--- src/rtl/mips_bus_arbiter.sv ---
// -----------------------------------------------------------------------------
// mips_bus_arbiter
//
// Shares one waitrequest-stalled memory bus between two masters: M0 (the
// mips_cpu_bus master port) and M1 (a loader or debug port). One master owns
// the bus per transfer, and round-robin arbitration picks the owner when both
// request. The owner's command is passed combinationally to the memory. Each
// master has a saturating count of completed transfers.
//
// Ports
//   clk, rst_n            system clock, asynchronous active-low reset
//   m{0,1}_address/read/write/byte_en/writedata
//                         master command inputs
//   m{0,1}_readdata       read data to each master (always s_readdata)
//   m{0,1}_waitrequest    stall to each master (1 whenever it is not the owner)
//   s_address/read/write/byte_en/writedata
//                         command to memory (all zero when no owner)
//   s_readdata, s_waitrequest
//                         response from memory
//   m{0,1}_xfers          saturating completed-transfer counters
// -----------------------------------------------------------------------------
module mips_bus_arbiter #(
  parameter int CNT_WIDTH = 16
) (
  input  logic                 clk,
  input  logic                 rst_n,
  input  logic [31:0]          m0_address,
  input  logic                 m0_read,
  input  logic                 m0_write,
  input  logic [3:0]           m0_byte_en,
  input  logic [31:0]          m0_writedata,
  output logic [31:0]          m0_readdata,
  output logic                 m0_waitrequest,
  input  logic [31:0]          m1_address,
  input  logic                 m1_read,
  input  logic                 m1_write,
  input  logic [3:0]           m1_byte_en,
  input  logic [31:0]          m1_writedata,
  output logic [31:0]          m1_readdata,
  output logic                 m1_waitrequest,
  output logic [31:0]          s_address,
  output logic                 s_read,
  output logic                 s_write,
  output logic [3:0]           s_byte_en,
  output logic [31:0]          s_writedata,
  input  logic [31:0]          s_readdata,
  input  logic                 s_waitrequest,
  output logic [CNT_WIDTH-1:0] m0_xfers,
  output logic [CNT_WIDTH-1:0] m1_xfers
);

  typedef enum logic [1:0] {
    IDLE = 2'd0,
    GNT0 = 2'd1,
    GNT1 = 2'd2
  } state_e;

  state_e               state_q, state_d;
  logic                 last_gnt_q, last_gnt_d;
  logic [CNT_WIDTH-1:0] m0_xfers_q, m0_xfers_d;
  logic [CNT_WIDTH-1:0] m1_xfers_q, m1_xfers_d;
  logic                 req0, req1;
  logic                 inc0, inc1;

  assign req0 = m0_read | m0_write;
  assign req1 = m1_read | m1_write;

  // ---------------------------------------------------------------------------
  // State register
  // ---------------------------------------------------------------------------
  // NOTE: sequential state uses non-blocking assignments so every flop samples
  // the pre-edge values of its inputs regardless of statement order.
  // NOTE: the counters are ordinary flops, not memory, so they are reset with
  // the rest of the state; a reset mid-transfer clears them immediately.
  always_ff @(posedge clk or negedge rst_n) begin
    if (!rst_n) begin
      state_q    <= IDLE;
      last_gnt_q <= 1'b1;  // M0 wins the first contested arbitration
      m0_xfers_q <= '0;
      m1_xfers_q <= '0;
    end else begin
      state_q    <= state_d;
      last_gnt_q <= last_gnt_d;
      m0_xfers_q <= m0_xfers_d;
      m1_xfers_q <= m1_xfers_d;
    end
  end

  // ---------------------------------------------------------------------------
  // Next-state logic
  // ---------------------------------------------------------------------------
  // While granted, s_read | s_write is exactly the owner's request, so a
  // completion is "owner still requesting and memory not stalling".
  // NOTE: every signal assigned here gets a default first so no path through
  // the case leaves it unassigned, which would infer a latch.
  always_comb begin
    state_d    = state_q;
    last_gnt_d = last_gnt_q;
    inc0       = 1'b0;
    inc1       = 1'b0;
    case (state_q)
      IDLE: begin
        if (req0 && req1) state_d = last_gnt_q ? GNT0 : GNT1;
        else if (req0)    state_d = GNT0;
        else if (req1)    state_d = GNT1;
      end
      GNT0: begin
        if (!req0) begin
          state_d = IDLE;  // request dropped early: no count, no rotation
        end else if (!s_waitrequest) begin
          inc0       = 1'b1;
          last_gnt_d = 1'b0;
          state_d    = req1 ? GNT1 : IDLE;  // back-to-back handover to M1
        end
      end
      GNT1: begin
        if (!req1) begin
          state_d = IDLE;
        end else if (!s_waitrequest) begin
          inc1       = 1'b1;
          last_gnt_d = 1'b1;
          state_d    = req0 ? GNT0 : IDLE;
        end
      end
      default: state_d = IDLE;
    endcase
  end

  // Saturating counters: hold at all-ones instead of wrapping.
  always_comb begin
    m0_xfers_d = m0_xfers_q;
    m1_xfers_d = m1_xfers_q;
    if (inc0 && (m0_xfers_q != '1)) m0_xfers_d = m0_xfers_q + 1'b1;
    if (inc1 && (m1_xfers_q != '1)) m1_xfers_d = m1_xfers_q + 1'b1;
  end

  // ---------------------------------------------------------------------------
  // Output logic: pass-through of the owner, idle bus otherwise
  // ---------------------------------------------------------------------------
  always_comb begin
    s_address      = '0;
    s_read         = 1'b0;
    s_write        = 1'b0;
    s_byte_en      = '0;
    s_writedata    = '0;
    m0_waitrequest = 1'b1;
    m1_waitrequest = 1'b1;
    case (state_q)
      GNT0: begin
        s_address      = m0_address;
        s_read         = m0_read;
        s_write        = m0_write;
        s_byte_en      = m0_byte_en;
        s_writedata    = m0_writedata;
        m0_waitrequest = s_waitrequest;
      end
      GNT1: begin
        s_address      = m1_address;
        s_read         = m1_read;
        s_write        = m1_write;
        s_byte_en      = m1_byte_en;
        s_writedata    = m1_writedata;
        m1_waitrequest = s_waitrequest;
      end
      default: ;
    endcase
  end

  assign m0_readdata = s_readdata;
  assign m1_readdata = s_readdata;
  assign m0_xfers    = m0_xfers_q;
  assign m1_xfers    = m1_xfers_q;

endmodule
--- config.mk ---
export PLATFORM = sky130hd
export DESIGN_NAME = mips_bus_arbiter
export DESIGN_NICKNAME = d
export VERILOG_FILES = /design/src/rtl/mips_bus_arbiter.sv
export SDC_FILE = /design/constraint.sdc
export NUM_CORES = 1
export LEC_CHECK = 0
export BUFFER_PORTS_ARGS = -buffer_cell sky130_fd_sc_hd__buf_4
export CAP_MARGIN = 20
export CORE_AREA = 2 2 132 134
export DETAILED_ROUTE_END_ITERATION = 10
export DIE_AREA = 0 0 134 136
export HOLD_SLACK_MARGIN = 0.15
export PLACE_DENSITY_LB_ADDON = 0.25
export SLEW_MARGIN = 30
export SYNTH_ARGS = -nofsm -noshare
export SYNTH_HDL_FRONTEND = slang
export SYNTH_SLANG_ARGS = --single-unit
export TNS_END_PERCENT = 100
--- constraint.sdc ---
create_clock -name clk -period 5.15 [get_ports clk]
set_input_delay 0.515 -clock clk [delete_from_list [all_inputs] [get_ports clk]]
set_output_delay 0.515 -clock clk [all_outputs]
set_load 0.005 [all_outputs]
==> flow_summary.json <==
{
  "worst_setup_path_start_kind": "flip-flop",
  "number_of_antenna_violations_at_the_first_check_in_global_routing": 1,
  "synth_sequential_area_ratio": 0.253,
  "grt_busiest_layer": "met2",
  "netlist_instances": 408,
  "cp_data_required_time_ns": 4.64,
  "die_height_um": 136,
  "floorplan.die.width_um": 134,
  "period_share": 0.576,
  "synthesis.area_per_instance_um2": 8.49,
  "maxSlewHeadroom": 0.427,
  "report.final.setup_viol": 0,
  "synthXorXnorAreaFrac": 0.0582,
  "timing.setup.tns_ns": 0,
  "synth_compound_gate_area_share": 0.186,
  "synthMuxAreaShare": 0.0220,
  "fillCellCount": 1783,
  "initial_utilization": 0.205,
  "grt-ovfl-total": 0,
  "cts_hold_repair.buffers": 0,
  "cts_post_setup_buffers_inserted": 0,
  "vdd_drop_max_uv": 132,
  "avgViaCountPerCell": 4.53,
  "pin_count_of_the_biggest_net_entering_global_routing": 53,
  "p_leak_nw": 2.44,
  "dieArea_um2": 18200,
  "run_status": "complete, no violations",
  "power-per-cell-area_nw_per_um2": 386,
  "post-dp-hpwl_um": 10400,
  "layout-drive-gt1-share": 0.475,
  "regArea_um2": 877,
  "wl_per_cell_um": 16.6,
  "finalWeightedCongestion": 0.773,
  "r2r_setup_slack_ns": 2.50,
  "report.final.slew_viol_count": 0,
  "unique_masters_post_synth": 44,
  "cap_violations": 0,
  "arrival_ns": 2.45,
  "cts-buffers-inserted": 5,
  "max_freq_mhz": 337,
  "clk_pin_slew_ns": 0.06,
  "rsz0062_at_grt": "false",
  "layout.cell_area.non_filler_um2": 5160,
  "end_kind": "primary output",
  "path_max_fanout": 50,
  "tritoncts": "built",
  "grtUsageMet3": 0.0328,
  "grt_pass1_wl_um": 19700,
  "io_buffer_count": 246,
  "ioPinCount": 343,
  "post_cts_resized": 0,
  "timing.hold.ws_ns": 0.188,
  "fp-row-count": 48,
  "worst_hold_path_type": "primary input to asynchronous set/reset pin",
  "crit_start": "state_q[0]",
  "detailedPlace.worstSlack_ns": 2.47,
  "main_combinational_cell_family_by_area_after_synthesis": "simple AND/OR/NAND/NOR gates",
  "hold_viol": 0,
  "worst_slew_pin_slew_ns": 0.852,
  "endpoint_of_the_most_critical_setup_path": "s_writedata[5]",
  "fp.coreArea_um2": 16900,
  "grt_pass1_vias": 3634,
  "clock-skew-final_ns": 0.00517,
  "area_growth_pct": 49.1,
  "drt-total-wl_um": 13300,
  "route.detailed.drc": 0,
  "grt_met1_use": 0.171,
  "grtUsageMet2": 0.232,
  "cts.path.max_buffers": 2,
  "clkLatencyLatePin_ns": 0.28,
  "multi_input_area_um2": 1970,
  "num_vias": 3632,
  "final_nets": 755,
  "synthAdderAreaFrac": 0.0217,
  "antenna_left": 0,
  "synth.net_count": 589,
  "post-route-worst-setup-slack_ns": 2.18,
  "overall_global_routing_usage": 0.138,
  "tmin_final_ns": 2.97,
  "clock_tree.root_cell": "clkbuf_16",
  "startpoint_of_the_lowest_slack_register_to_register_path": "state_q[0]",
  "detail_route.first_pass.iterations": 4,
  "path_class": "flip-flop to primary output",
  "synth-seq-cells": 35,
  "r2r.worst_path.cells": 6,
  "dpl-instance-area_um2": 5020,
  "post_synth_and_or_nand_nor_area_fraction": 0.280,
  "drt_iter0_drc": 181,
  "h-tree-depth": 2,
  "reg2reg_to": "m1_xfers[1]",
  "synth.yosys.warnings": 0,
  "clkSinkCount": 35,
  "syn_area_um2": 3460,
  "fin_util": 0.306
}
-- sequential cells by signal (all words and copies together), names as in the netlist --
| signal | flops |
|---|---|
| m0_xfers | 16 |
| m1_xfers | 16 |
| last_gnt_q | 1 |
| state_q | 2 |
-- logic make-up after synthesis --
family	Yosys count
buffers and inverters	95
XOR/XNOR	23
AO/OA/AOI/OAI	88
adder cells (fa/ha/maj)	6
flip-flops	35
AND/OR/NAND/NOR	154
multiplexers	7
-- cell usage after synthesis (all sizes together) --
master  number  share of area
o21ai        6         0.0098
ha           6          0.022
nor2         8         0.0087
a211o        1         0.0025
nor3b        3         0.0065
and3         9          0.016
nor3         6         0.0087
nor4b        2          0.011
and4b        1         0.0029
o21ba        1         0.0047
or3b         1         0.0025
a22oi       70           0.15
clkbuf      22          0.024
or2          1         0.0018
mux2         5          0.016
inv          4         0.0043
a31oi        2         0.0036
nand2       14          0.016
a21boi       1         0.0022
nand3       12          0.017
xor2        14          0.035
nand4       11          0.024
mux2i        2         0.0058
nor4         6          0.017
nor2b       70           0.13
dfrtp       34           0.25
dfstp        1         0.0076
nand4b       1         0.0025
and4         3         0.0076
buf         69           0.15
and2         2         0.0036
a21oi        6         0.0087
a32o         1         0.0029
xnor2        9          0.023
nand2b       4         0.0072
-- area by class of cell --
cell class                 instances  share of cell area
clock inverter                     1            0.000969
timing repair buffer             250               0.363
clock buffer                       7              0.0257
antenna                            1            0.000485
multi-input combinational        278               0.382
tap                              225              0.0545
sequential                        35               0.170
inverter                           4             0.00291
-- how the worst min path moves through the flow --
stage | startpoint | end | slack, ns | cells past startpoint
floorplan | rst_n | m0_xfers[0] | 0.22 | 0
finish | rst_n | m1_xfers[15] | 0.19 | 1
global route | rst_n | m1_xfers[15] | 0.23 | 1
detailed placement | m1_xfers[15] | m1_xfers[15] | 0.49 | 1
global placement | m1_xfers[15] | m1_xfers[15] | 0.49 | 1
CTS | rst_n | m1_xfers[5] | 0.21 | 1
-- cell usage in the layout (no fill, tap or decap), drive strengths merged, types with 2 or more instances in the layout --
cell and instances:
dfrtp 34, nor3b 3, nand4 11, nor3 6, ha 6, a21oi 6, xor2 14, nor4b 2
xnor2 9, and3 9, mux2i 2, and4 3, o21ai 6, nand2b 4, nor4 6, nand3 12
inv 4, nor2b 70, nand2 14, buf 250, a22oi 70, nor2 8, mux2 5, and2 2
clkbuf 7, a31oi 2
-- critical path, stage by stage, from the launching register on --
cell and delay (ns):
dfrtp_1 0.40, inv_1 0.12, ha_2 0.54, buf_4 0.55
a22oi_1 0.20, nor2b_1 0.19, buf_4 0.13
-- metal layers --
| metal | wire length [um] | part of all wire | vias up |
|---|---|---|---|
| met5 | 0 | 0 | - |
| met4 | 385 | 0.029 | 0 |
| met3 | 990 | 0.075 | 32 |
| met2 | 6640 | 0.50 | 180 |
| met1 | 5270 | 0.40 | 1698 |
| li1 | - | - | 1722 |
-- report_power, final --
part,internal (mW),switching (mW)
clock network,0.179,0.115
logic,0.704,0.617
registers,0.317,0.0626
total,1.20,0.794
-- per-stage QoR --
stage,std cells,power [mW]
after global placement,792,1.70
after global routing,801,2.17
final,801,1.99
after CTS,800,2.03
after detailed placement,792,1.73
after floorplan,408,1.14
(Power assumes the default switching activity.)
